==> config.mk <==
export PLATFORM = sky130hd
export DESIGN_NAME = sprite_controller
export DESIGN_NICKNAME = d
export VERILOG_FILES = /design/src/rtl/sprite_controller.sv
export SDC_FILE = /design/constraint.sdc
export NUM_CORES = 1
export LEC_CHECK = 0
export CAP_MARGIN = 10
export CORE_UTILIZATION = 40
export CTS_CLUSTER_SIZE = 12
export DETAILED_ROUTE_END_ITERATION = 12
export DONT_BUFFER_PORTS = 1
export HOLD_SLACK_MARGIN = 0.06
export PLACE_DENSITY = 0.59
export SKIP_CTS_REPAIR_TIMING = 1
export SLEW_MARGIN = 10
export SYNTH_ARGS = -nofsm -noshare
export SYNTH_HDL_FRONTEND = slang
export SYNTH_SLANG_ARGS = --single-unit
==> constraint.sdc <==
create_clock -name clk -period 3.5 [get_ports clk]
set_input_delay 0.7 -clock clk [delete_from_list [all_inputs] [get_ports clk]]
set_output_delay 0.7 -clock clk [all_outputs]
set_load 0.05 [all_outputs]
==> src/rtl/sprite_controller.sv <==
// sprite_controller: moves one sprite with buttons at a divided rate and produces registered pixel colour.
module sprite_controller #(
    parameter int H_MIN = 144,
    parameter int H_MAX = 783,
    parameter int V_MIN = 35,
    parameter int V_MAX = 515,
    parameter int HALF_W = 5,
    parameter int HALF_H = 5,
    parameter int STEP = 2,
    parameter int TICK_DIV = 1,
    parameter int X_INIT = 450,
    parameter int Y_INIT = 250,
    parameter int EDGE_MODE = 0,
    parameter logic [11:0] COLOR = 12'hF00,
    parameter logic [11:0] BG_INIT = 12'hFFF
) (
    input  logic        clk,
    input  logic        rst,
    input  logic        bright,
    input  logic        left,
    input  logic        right,
    input  logic        up,
    input  logic        down,
    input  logic [9:0]  hCount,
    input  logic [9:0]  vCount,
    output logic [11:0] rgb,
    output logic [11:0] background,
    output logic [9:0]  xpos,
    output logic [9:0]  ypos,
    output logic        move_tick
);
    localparam int CW = TICK_DIV > 1 ? $clog2(TICK_DIV) : 1;
    localparam logic [CW-1:0] LAST = CW'(TICK_DIV - 1);
    // landing spots when a step would cross an edge: opposite edge (wrap) or same edge (clamp)
    localparam logic [9:0] X_HI = EDGE_MODE != 0 ? 10'(H_MAX) : 10'(H_MIN);
    localparam logic [9:0] X_LO = EDGE_MODE != 0 ? 10'(H_MIN) : 10'(H_MAX);
    localparam logic [9:0] Y_HI = EDGE_MODE != 0 ? 10'(V_MAX) : 10'(V_MIN);
    localparam logic [9:0] Y_LO = EDGE_MODE != 0 ? 10'(V_MIN) : 10'(V_MAX);
    logic [CW-1:0] cnt_q, cnt_d;
    logic          tick_q;
    logic [9:0]    x_q, x_d, y_q, y_d;
    logic [11:0]   bg_q, bg_d, rgb_q, rgb_d;
    logic [10:0]   xw, yw, xp, xm, yp, ym, hw, vw;
    logic          fill;
    always_comb begin
        cnt_d = cnt_q == LAST ? '0 : cnt_q + 1'b1;
        xw = {1'b0, x_q};
        yw = {1'b0, y_q};
        hw = {1'b0, hCount};
        vw = {1'b0, vCount};
        xp = xw + 11'(STEP);
        xm = xw - 11'(STEP);
        yp = yw + 11'(STEP);
        ym = yw - 11'(STEP);
        x_d = right ? (xp > 11'(H_MAX) ? X_HI : xp[9:0]) :
              left  ? (xw < 11'(H_MIN + STEP) ? X_LO : xm[9:0]) : x_q;
        y_d = down  ? (yp > 11'(V_MAX) ? Y_HI : yp[9:0]) :
              up    ? (yw < 11'(V_MIN + STEP) ? Y_LO : ym[9:0]) : y_q;
        fill = (hw + 11'(HALF_W) >= xw) && (hw <= xw + 11'(HALF_W)) &&
               (vw + 11'(HALF_H) >= yw) && (vw <= yw + 11'(HALF_H));
        rgb_d = !bright ? 12'h000 : fill ? COLOR : bg_q;
        bg_d = right ? 12'h0F0 : left ? 12'h00F : down ? 12'hFF0 : up ? 12'h0FF : bg_q;
    end
    always_ff @(posedge clk) begin
        if (rst) begin
            cnt_q  <= '0;
            tick_q <= 1'b0;
            x_q    <= 10'(X_INIT);
            y_q    <= 10'(Y_INIT);
            bg_q   <= BG_INIT;
            rgb_q  <= 12'h000;
        end else begin
            cnt_q  <= cnt_d;
            tick_q <= cnt_d == LAST;
            if (tick_q) begin
                x_q <= x_d;
                y_q <= y_d;
            end
            bg_q  <= bg_d;
            rgb_q <= rgb_d;
        end
    end
    assign rgb        = rgb_q;
    assign background = bg_q;
    assign xpos       = x_q;
    assign ypos       = y_q;
    assign move_tick  = tick_q;
endmodule

==> flow_summary_export.csv <==
group,metric,value,unit
global_routing,grt_remaining_overflow,0,
global_routing,grt_start_max_net_pins,20,
cts,cts_root_buffer,"clkbuf_8",
logic_synthesis,async_flop_share,0,%
logic_synthesis,syn-cell-area,0.00376,mm^2
min_path,min_from,"rst",
logic_synthesis,yosysWarningCount,0,
routing,post-route-drc-count,0,
setup_path,reg2reg_from,"xpos[2]",
setup_path,required,3.68,ns
cts,cts_made_buffers,3,
setup_path,crit_path_max_incr_delay,0.50,ns
routing,num_vias,3557,
sta,rsz0062_at_grt,"false",
sta,finClkSkew,0.0123,ns
logic_synthesis,yosysUniqueCellTypes,65,
setup_path,setup.worst_path.end_class,"register",
finish,multi_input_area,0.00282,mm^2
place,port_buffers,0,
power,pwr_density_cell,287,mW/mm^2
logic_synthesis,synthCells,494,
setup_path,reg2reg_slack,0.71,ns
power,finalPower,1100,uW
routing,routed_wl,10.3,mm
routing,via_per_inst,6.09,
floorplanning,die_w,98.9,um
sta,finalSetupViolCount,0,
setup_path,path_delay_family,"compound AO/OA/AOI/OAI gates",
min_path,holdPathStages,1,
finish,num_antenna_cells,0,
min_path,min_to,"ypos[2]",
setup_path,startpoint_type,"register",
cts,clock-sinks,27,
place,dp_hpwl,8.11,mm
setup_path,cp_max_fo,9,
sta,finalSetupTns,0,ns
global_routing,grt_pass1_wl,17.2,mm
routing,drtPass1Iterations,5,
setup_path,critical-path-slowest-cell,"dfxtp_1",
logic_synthesis,synth_edf_count,0,
sta,tightest_slew,1.07,ns
sta,period_share,79.7,%
global_routing,antenna_found_initial,0,
power,vdd_drop_max,180,uV
power,p_leak,0.00160,uW
cts,clk_pin_slew,0.11,ns
floorplanning,initial_utilization,42.2,%
finish,drive_gt1_share,10.3,%
logic_synthesis,synth-seq-cells,27,
setup_path,cp.arrival,2.97,ns
run_status,status,"finished, final reports clean",
logic_synthesis,synth_nets,576,
floorplanning,rows,34,
routing,drtAntennaViolNets,0,
sta,maxSlewHeadroom,28.9,%
floorplanning,dieArea,0.00978,mm^2
min_path,min_path_type,"in2reg",
floorplanning,dieHeight,98.9,um
finish,seq_area,548,um^2
cts,cts_tree,"done",
global_routing,use_met1,31.4,%
finish,fillers,896,
global_routing,grt_use_total,21.7,%
global_routing,grt_busiest_layer,"met2",
sta,period_minus_slack,2.79,ns
setup_path,critPathBufInv,1,
routing,wl_per_cell,17.6,um
global_routing,grtUsageMet3,4.68,%
finish,syn2layout_area_growth,1.63,%
logic_synthesis,avgSynthCellArea,7.60,um^2
routing,drtIter0Drc,264,
logic_synthesis,ys.flop_type,"dfxtp_1",
finish,finalNetCount,559,
sta,maxSlewViolCount,0,
sta,fmax,359,MHz
setup_path,critical_path_class,"reg2reg",
setup_path,startpoint,"xpos[2]",
setup_path,worstPathCellList,"inv_1 > ha_1 > a21oi_1 > nor3_1 > xnor2_1 > ha_1 > a21o_1 > a21oi_1 > o21ai_0 > o31ai_1 > nand4_1 > nor2b_1 > and2_1",
floorplanning,core_region_area,0.00889,mm^2
place,gp_congestion,0.893,
floorplanning,pin_count,72,
cts,cts_max_level,1,
cts,clock_path_buffers,2,
sta,finalHoldViolations,0,
cts,clk_latency,0.29,ns
global_routing,grt_use_met2,33.0,%
global_routing,grt_pass1_vias,3421,
logic_synthesis,yosysSeqAreaShare,14.4,%
setup_path,regToRegEndpoint,"rgb[6]",
flow_run,cap_violations,0,
setup_path,r2r.worst_path.cells,13,
worst register-to-register path: stages (launching register included):
cell and delay (ns):
dfxtp_1 0.50, inv_1 0.14, ha_1 0.20, a21oi_1 0.33
nor3_1 0.11, xnor2_1 0.14, ha_1 0.18, a21o_1 0.17
a21oi_1 0.18, o21ai_0 0.11, o31ai_1 0.21, nand4_1 0.14
nor2b_1 0.16, and2_1 0.14
cell type report:
type,count,area share [%]
multi-input combinational,395,73.8
sequential,27,14.4
timing repair buffer,21,4.13
tap,108,3.54
inverter,29,2.85
clock buffer,3,1.08
clock inverter,1,0.229
state kept, by name (all words and copies together) (netlist names):
signal	cells
rgb	3
ypos	10
background	3
xpos	10
move_tick	1
power breakdown:
part | leakage (uW) | switching (uW) | internal, uW
clock | 0.0000261 | 113 | 83.9
combinational | 0.00135 | 287 | 186
sequential | 0.000223 | 98.7 | 327
total | 0.00160 | 499 | 596
metrics by stage:
stage / std cells / instance area [um^2] / setup WS [ns] / hold WS (ns) / utilization [%]
final: 584 / 3820 / 0.711 / 0.455 / 42.9
after global routing: 584 / 3820 / 0.458 / 0.435 / 42.9
after CTS: 584 / 3820 / 0.670 / 0.447 / 42.9
after detailed placement: 580 / 3770 / 0.603 / 0.682 / 42.4
after global placement: 580 / 3770 / 0.674 / 0.682 / 42.4
after floorplan: 494 / 3760 / 0.496 / 0.702 / -
logic make-up after synthesis:
group / count (synthesis) / synth area share (%)
adders and majority gates: 55 / 18.3
xor gates and xnor gates: 41 / 9.56
muxes: 5 / 1.57
DFF: 27 / 14.4
buffers and inverters: 72 / 10.6
AOI/OAI and AO/OA: 146 / 25.8
and+or+nand+nor: 148 / 19.7
worst max path at each step:
| stage | end | slack [ns] | cells after the start |
|---|---|---|---|
| 6_report | rgb[6] | 0.71 | 13 |
| 5_1_grt | rgb[6] | 0.46 | 13 |
| 4_1_cts | rgb[6] | 0.67 | 13 |
| 3_5_place_dp | rgb[6] | 0.60 | 12 |
| 3_3_place_gp | rgb[3] | 0.67 | 12 |
| 2_1_floorplan | rgb[6] | 0.50 | 14 |
layout by cell type (no fill, tap or decap), types with 3 or more instances in the layout:
| cell type | n |
|---|---|
| o21ai_1 | 4 |
| nor2b_1 | 5 |
| ha_1 | 55 |
| a32oi_1 | 4 |
| o211ai_1 | 7 |
| nor2_1 | 35 |
| nand3_1 | 26 |
| dfxtp_1 | 21 |
| o221ai_1 | 4 |
| o2111ai_1 | 3 |
| xor2_1 | 9 |
| and2_1 | 3 |
| o22ai_1 | 3 |
| buf_4 | 21 |
| and3_1 | 5 |
| inv_1 | 27 |
| mux2_2 | 3 |
| nand4_1 | 11 |
| a21o_1 | 8 |
| xnor2_1 | 32 |
| a21oi_1 | 38 |
| or3_1 | 3 |
| nand2_1 | 29 |
| a31oi_1 | 10 |
| o21a_1 | 3 |
| o21ai_0 | 29 |
| o31ai_1 | 4 |
| nand2b_1 | 3 |
| a211oi_1 | 6 |
| dfxtp_2 | 6 |
| nor3_1 | 17 |
| clkbuf_8 | 3 |
routing by layer:
metal  up-vias  part of all wire (%)  routed length, um
met1      1648                    49               5020
li1       1758                     -                  -
met5         -                     0                  0
met4         0                  0.51                 53
met2       147                    43               4380
met3         4                   8.2                843
Yosys cell counts, types with 4 or more instances:
| cell | number | area, um^2 |
|---|---|---|
| clkbuf_1 | 10 | 37.5 |
| a21o_1 | 8 | 60.1 |
| a21oi_1 | 38 | 190 |
| xor2_1 | 9 | 78.8 |
| nor2b_1 | 5 | 31.3 |
| nand2_1 | 29 | 109 |
| a211oi_1 | 6 | 45.0 |
| inv_1 | 27 | 101 |
| o221ai_1 | 4 | 35.0 |
| o21ai_1 | 4 | 20.0 |
| dfxtp_1 | 27 | 541 |
| nor2_1 | 35 | 131 |
| nand3_1 | 26 | 130 |
| buf_4 | 22 | 165 |
| buf_2 | 6 | 30.0 |
| a32oi_1 | 4 | 35.0 |
| and3_1 | 5 | 31.3 |
| a31oi_1 | 10 | 62.6 |
| xnor2_1 | 32 | 280 |
| nand4_1 | 11 | 68.8 |
| o211ai_1 | 7 | 52.6 |
| nor3_1 | 17 | 85.1 |
| buf_6 | 5 | 56.3 |
| ha_1 | 55 | 688 |
| o31ai_1 | 4 | 30.0 |
| o21ai_0 | 29 | 145 |
(Power assumes the default switching activity.)
